<file path="config.mk">
export PLATFORM = sky130hd
export DESIGN_NAME = sirv_pwm8_icb_arb
export DESIGN_NICKNAME = d
export VERILOG_FILES = /design/src/rtl/sirv_pwm8_icb_arb.sv
export SDC_FILE = /design/constraint.sdc
export NUM_CORES = 1
export LEC_CHECK = 0
export CORE_AREA = 2 2 120 122
export DETAILED_ROUTE_END_ITERATION = 8
export DIE_AREA = 0 0 122 124
export DONT_BUFFER_PORTS = 1
export GPL_TIMING_DRIVEN = 1
export PLACE_DENSITY = 0.38
export SLEW_MARGIN = 20
export SYNTH_ARGS = -nofsm -noshare
export SYNTH_HDL_FRONTEND = slang
export SYNTH_SLANG_ARGS = --single-unit
</file>
<file path="constraint.sdc">
create_clock -name clock -period 2.25 [get_ports clock]
set_input_delay 0.1125 -clock clock [delete_from_list [all_inputs] [get_ports clock]]
set_output_delay 0.1125 -clock clock [all_outputs]
set_load 0.01 [all_outputs]
</file>
<file path="src/rtl/sirv_pwm8_icb_arb.sv">
`default_nettype none
// ============================================================================
// Module   : sirv_pwm8_icb_arb
// Function : Two-requester ICB arbiter (round-robin, stall hold, in-order
//            response routing) in front of the pwm8 register slave port.
//            Optional command locking is enabled by SIRV_PWM8_ARB_LOCK_EN.
// Revision : 1.0  initial release
// ============================================================================
module sirv_pwm8_icb_arb #(
    parameter int AW         = 32,
    parameter int DW         = 32,
    parameter int OUTS_DEPTH = 2
) (
    input  logic                             clock,
    input  logic                             reset,

    input  logic                             m0_icb_cmd_valid,
    output logic                             m0_icb_cmd_ready,
    input  logic [AW-1:0]                    m0_icb_cmd_addr,
    input  logic                             m0_icb_cmd_read,
    input  logic [DW-1:0]                    m0_icb_cmd_wdata,
    output logic                             m0_icb_rsp_valid,
    input  logic                             m0_icb_rsp_ready,
    output logic [DW-1:0]                    m0_icb_rsp_rdata,

    input  logic                             m1_icb_cmd_valid,
    output logic                             m1_icb_cmd_ready,
    input  logic [AW-1:0]                    m1_icb_cmd_addr,
    input  logic                             m1_icb_cmd_read,
    input  logic [DW-1:0]                    m1_icb_cmd_wdata,
    output logic                             m1_icb_rsp_valid,
    input  logic                             m1_icb_rsp_ready,
    output logic [DW-1:0]                    m1_icb_rsp_rdata,

`ifdef SIRV_PWM8_ARB_LOCK_EN
    input  logic                             m0_icb_cmd_lock,
    input  logic                             m1_icb_cmd_lock,
`endif

    output logic                             o_icb_cmd_valid,
    input  logic                             o_icb_cmd_ready,
    output logic [AW-1:0]                    o_icb_cmd_addr,
    output logic                             o_icb_cmd_read,
    output logic [DW-1:0]                    o_icb_cmd_wdata,
    input  logic                             o_icb_rsp_valid,
    output logic                             o_icb_rsp_ready,
    input  logic [DW-1:0]                    o_icb_rsp_rdata,

    output logic [$clog2(OUTS_DEPTH+1)-1:0]  outs_cnt,
    output logic                             rsp_err
);

    localparam int CW = $clog2(OUTS_DEPTH + 1);
    localparam int PW = (OUTS_DEPTH > 1) ? $clog2(OUTS_DEPTH) : 1;
    localparam logic [CW-1:0] DEPTH_CNT = CW'(OUTS_DEPTH);
    localparam logic [PW-1:0] PTR_LAST  = PW'(OUTS_DEPTH - 1);

    localparam logic [0:0] ST_OPEN = 1'b0;
    localparam logic [0:0] ST_HOLD = 1'b1;

    logic [0:0]            state;
    logic [0:0]            state_nxt;
    logic                  hold_id;
    logic                  rr_ptr;
    logic                  active;
    logic                  en;
    logic                  grant_id;
    logic                  sel_valid;
    logic                  full;
    logic                  empty;
    logic                  cmd_hsk;
    logic                  rr_upd;
    logic                  push;
    logic                  pop;
    logic                  drain;
    logic                  head_id;
    logic [OUTS_DEPTH-1:0] fifo_mem;
    logic [PW-1:0]         wptr;
    logic [PW-1:0]         rptr;

    // Outputs stay quiet during reset and for one cycle after it.
    always_ff @(posedge clock) begin
        if (reset) active <= 1'b0;
        else       active <= 1'b1;
    end

    assign en    = active & ~reset;
    assign full  = (outs_cnt == DEPTH_CNT);
    assign empty = (outs_cnt == '0);

`ifdef SIRV_PWM8_ARB_LOCK_EN
    logic locked;
    logic lock_owner;
    logic cmd_lock;

    assign cmd_lock = grant_id ? m1_icb_cmd_lock : m0_icb_cmd_lock;

    always_ff @(posedge clock) begin
        if (reset) begin
            locked     <= 1'b0;
            lock_owner <= 1'b0;
        end else if (cmd_hsk) begin
            locked     <= cmd_lock;
            lock_owner <= grant_id;
        end
    end

    // The releasing (lock=0) handshake is the one that advances round-robin.
    assign rr_upd = cmd_hsk & ~cmd_lock;
`else
    assign rr_upd = cmd_hsk;
`endif

    // ---------------- grant FSM: state register ----------------
    always_ff @(posedge clock) begin
        if (reset) begin
            state   <= ST_OPEN;
            hold_id <= 1'b0;
            rr_ptr  <= 1'b0;
        end else begin
            state <= state_nxt;
            if (state == ST_OPEN && state_nxt == ST_HOLD)
                hold_id <= grant_id;
            if (rr_upd)
                rr_ptr <= ~grant_id;
        end
    end

    // ---------------- grant FSM: next state ----------------
    always_comb begin
        state_nxt = state;
        case (state)
            ST_OPEN: if (o_icb_cmd_valid && !o_icb_cmd_ready) state_nxt = ST_HOLD;
            ST_HOLD: if (cmd_hsk)                             state_nxt = ST_OPEN;
            default:                                          state_nxt = ST_OPEN;
        endcase
    end

    // ---------------- grant FSM: outputs (grant selection) ----------------
    always_comb begin
        grant_id = rr_ptr;
        if (state == ST_HOLD)
            grant_id = hold_id;
`ifdef SIRV_PWM8_ARB_LOCK_EN
        else if (locked)
            grant_id = lock_owner;
`endif
        else if (m0_icb_cmd_valid && m1_icb_cmd_valid)
            grant_id = rr_ptr;
        else if (m0_icb_cmd_valid)
            grant_id = 1'b0;
        else if (m1_icb_cmd_valid)
            grant_id = 1'b1;
    end

    assign sel_valid = grant_id ? m1_icb_cmd_valid : m0_icb_cmd_valid;

    assign o_icb_cmd_valid  = en & sel_valid & ~full;
    assign o_icb_cmd_addr   = grant_id ? m1_icb_cmd_addr  : m0_icb_cmd_addr;
    assign o_icb_cmd_read   = grant_id ? m1_icb_cmd_read  : m0_icb_cmd_read;
    assign o_icb_cmd_wdata  = grant_id ? m1_icb_cmd_wdata : m0_icb_cmd_wdata;

    assign m0_icb_cmd_ready = en & ~full & o_icb_cmd_ready & ~grant_id;
    assign m1_icb_cmd_ready = en & ~full & o_icb_cmd_ready &  grant_id;

    assign cmd_hsk = o_icb_cmd_valid & o_icb_cmd_ready;

    // ---------------- response routing ----------------
    assign head_id = fifo_mem[rptr];

    always_comb begin
        m0_icb_rsp_valid = 1'b0;
        m1_icb_rsp_valid = 1'b0;
        o_icb_rsp_ready  = 1'b0;
        if (en) begin
            if (empty) begin
                o_icb_rsp_ready = 1'b1;
            end else if (head_id) begin
                m1_icb_rsp_valid = o_icb_rsp_valid;
                o_icb_rsp_ready  = m1_icb_rsp_ready;
            end else begin
                m0_icb_rsp_valid = o_icb_rsp_valid;
                o_icb_rsp_ready  = m0_icb_rsp_ready;
            end
        end
    end

    assign m0_icb_rsp_rdata = o_icb_rsp_rdata;
    assign m1_icb_rsp_rdata = o_icb_rsp_rdata;

    assign push  = cmd_hsk;
    assign pop   = o_icb_rsp_valid & o_icb_rsp_ready & ~empty;
    assign drain = o_icb_rsp_valid & o_icb_rsp_ready &  empty;

    // ---------------- outstanding-id FIFO ----------------
    always_ff @(posedge clock) begin
        if (reset) begin
            wptr     <= '0;
            rptr     <= '0;
            outs_cnt <= '0;
        end else begin
            if (push) begin
                fifo_mem[wptr] <= grant_id;
                wptr           <= (wptr == PTR_LAST) ? '0 : wptr + PW'(1);
            end
            if (pop)
                rptr <= (rptr == PTR_LAST) ? '0 : rptr + PW'(1);
            case ({push, pop})
                2'b10:   outs_cnt <= outs_cnt + CW'(1);
                2'b01:   outs_cnt <= outs_cnt - CW'(1);
                default: outs_cnt <= outs_cnt;
            endcase
        end
    end

    always_ff @(posedge clock) begin
        if (reset)      rsp_err <= 1'b0;
        else if (drain) rsp_err <= 1'b1;
    end

endmodule
`default_nettype wire

</file>
==> key figures <==
Floorplan
  • Die height: ~120 um
  • Die footprint: approximately 0.015 mm^2
  • # IOs: approximately 310
  • Starting Density: around 14%
  • Core area: roughly 0.014 mm^2
  • Chip Width: 122 um
  • Rows: 43

Placement
  • GP Congestion: roughly 0.74
  • DP Area: between 0.0015 and 0.002 mm^2
  • Placed wire-length estimate: 4.61 mm
  • Placed insts: around 320
  • Port Buffers: 0

Timing
  • Period Utilization, post-route: around 90%
  • Max Freq: 496 MHz
  • Final setup violating endpoints: 0
  • Tmin final: 2.02 ns
  • Max transition margin: 73.8%
  • Clock Skews: about 0.0013 ns
  • RSZ-0062 raised after global routing: no
  • Setup_tns: 0 ns
  • Worst Tran Pin Value: slightly below 0.4 ns
  • Final Hold Vio Count: 0
  • Final hold slack: 0.0341 ns
  • Slew Viols, Final: 0

Synth
  • Top cells by area, synth: mux2_2 (28%), buf_4 (26%), mux2_4 (13%), dfxtp_1 (9.2%), edfxtp_1 (3.1%)
  • Yosys top cell by area: mux2_2
  • Seq cells post-synth: 11
  • Yosys warns: 0
  • Syn avg cell area: roughly 9.4 um^2
  • Top_reg_cell synth: dfxtp_1
  • Mapped Nets: 378
  • Post-synth EDFFs: 2
  • Synth Cell Area: 0.00195 mm^2
  • Gate Count Post-Synth: 207
  • Most common cell in the netlist: buf_4
  • Synth async-reset ratio: 0%
  • Most frequent cells after synthesis: buf_4 (68), mux2_2 (48), mux2_4 (17)
  • Post-synthesis cell type count: 35
  • Top-area cell type share of the netlist area: around 28%
  • Register area share after synthesis: 12.3%

Routing
  • Post-DRT Antenna Nets: 0
  • DR vias: between 1000 and 1500
  • Mean routed wirelength per cell: around 16 um
  • Initial DRC count: between 50 and 60
  • Avg Vias per Cell: roughly 3.6
  • Pre-antenna DRT Iters: 4
  • Routed WL: 5.24 mm
  • Residual DRC count: 0

Finish
  • P&R area growth vs syn: -10.1%
  • Finished Layout Cells: approximately 320
  • Final nets: about 320
  • Final Instance Area: roughly 0.0018 mm^2
  • Layout cell share with drive strength beyond 1: a little under three fifths
  • Ant diodes: 0

Global routing
  • GRT Total Usage: approximately 5.4%
  • First-pass GRT wire length: roughly 6.0 mm
  • Congestion Overflow GR: 0
  • Initial antenna violation count: 0
  • Pin count of the biggest net entering global routing: 38
  • Vias in the first global route: 1030

Power and ir drop
  • PwrDens: roughly 530 mW/mm^2
  • Static leakage: 0.608 nW
  • Maximum vdd drop: between 150 and 200 uV
  • Total Power: roughly 0.92 mW

Clock tree
  • CTS tree: yes
  • Worst-case clock buffer depth: 2
  • CTS H-Tree Depth: 1
  • Clock latency on the worst-skew pair: roughly 0.24 ns
  • Clock transition at path regs: approximately 0.040 ns
  • Post_cts resized: 0
  • Clk sinks: 11
  • Clock root buffer: clkbuf_16
  • Inserted Clock Buffers: 3

Critical path
  • Worst path cell trace: mux2i_1, mux2i_1, nor2_1, ha_1, or3_1, a21oi_1
  • CP Launch Type: flop
  • Crit path DAT: roughly 2.2 ns
  • Kind of critical path: flop to flop
  • Crit end category: flop
  • Critical-path maximum fanout: 4
  • Critical path required time: 2.42 ns
  • Slowest CP cell: or3_1
  • CP max stage delay: between 0.3 and 0.4 ns
  • Most Frequent Cell on Critical Path: mux2i_1

Status
  • Status: completed

Job
  • Max Cap Viol: 0

Min path
  • Hold Crit Class: primary input to flop
==> registers in the layout, summed over array words and instances (netlist names) <==
| register | cells |
|---|---|
| active | 1 |
| fifo_mem | 2 |
| hold_id | 1 |
| outs_cnt | 2 |
| rptr | 1 |
| rr_ptr | 1 |
| rsp_err | 1 |
| state | 1 |
| wptr | 1 |
==> path summary, 6_finish.rpt <==
path | end | slack, ns | start | cells after the start
max | outs_cnt[1]$_SDFFE_PP0P_ | 0.23 | rptr$_SDFFE_PP0P_ | 6
min | rsp_err$_SDFFE_PP0P_ | 0.03 | o_icb_rsp_valid | 2
max reg2reg | outs_cnt[1]$_SDFFE_PP0P_ | 0.23 | rptr$_SDFFE_PP0P_ | 6
min reg2reg | wptr$_SDFFE_PP0P_ | 0.51 | wptr$_SDFFE_PP0P_ | 1
==> layout make-up <==
class | count | area (um^2)
multi-input combinational | 117 | 1110
fill | 1546 | 12000
clock buffer | 4 | 78.8
timing repair buffer | 7 | 80.1
sequential | 11 | 240
inverter | 5 | 18.8
tap | 180 | 225
==> kinds of logic (layout without fill, tap and decap cells) <==
family / after synthesis / after routing / synth area share (%)
buffers and inverters: 79 / 16 / 30.9
muxes: 67 / 67 / 41.7
and+or+nand+nor: 32 / 32 / 8.32
AOI/OAI and AO/OA: 15 / 15 / 5.25
DFF: 11 / 11 / 12.3
xor gates and xnor gates: 2 / 2 / 0.896
adders and majority gates: 1 / 1 / 0.640
==> stage by stage <==
| stage | util (%) | setup WS, ns |
|---|---|---|
| global route | 12.8 | 0.0519 |
| finish | 12.8 | 0.235 |
| detailed placement | 12.2 | 0.238 |
| floorplan | - | 0.268 |
| CTS | 12.8 | 0.227 |
| global placement | 12.2 | 0.285 |
==> power by group <==
group | switching (mW) | internal, mW
Clock | 0.0875 | 0.238
Sequential | 0.00765 | 0.211
Combinational | 0.194 | 0.186
Total | 0.289 | 0.635
==> layout by cell type, fill, tap and decap left out, types with 2 or more instances in the layout <==
master,netlist,routed
or3_1,3,3
buf_12,2,2
mux2i_1,2,2
a21oi_1,3,3
nand2b_1,2,2
mux2_4,17,17
nor2b_2,2,2
dfxtp_1,9,9
inv_1,5,5
nor3_1,2,2
edfxtp_1,2,2
mux2_2,48,48
nand3_1,2,2
nor2_1,12,12
nor2b_1,2,2
a21boi_0,2,2
o21ai_0,4,4
clkbuf_16,0,3
buf_4,68,4
nand2_1,3,3
==> routing by layer <==
metal	track usage, %	vias up	part of all wire (%)
met1	6.58	513	36
met3	2.15	22	13
met5	0	-	0
li1	-	520	-
met4	2.08	0	1.7
met2	8.48	127	49
==> worst max-delay path: cells and delay by family (launching register included) <==
family	cells	cell delay, ns
AND/OR/NAND/NOR	2	0.46
multiplexers	2	0.67
AO/OA/AOI/OAI	1	0.14
adder cells (fa/ha/maj)	1	0.32
flip-flops	1	0.36
==> timing repair <==
item | CTS | global route
hold endpoints to repair | 7 | 0
hold buffers | 1 | 0
setup buffers | 0 | 0
Power figures use the tool's default switching activity.
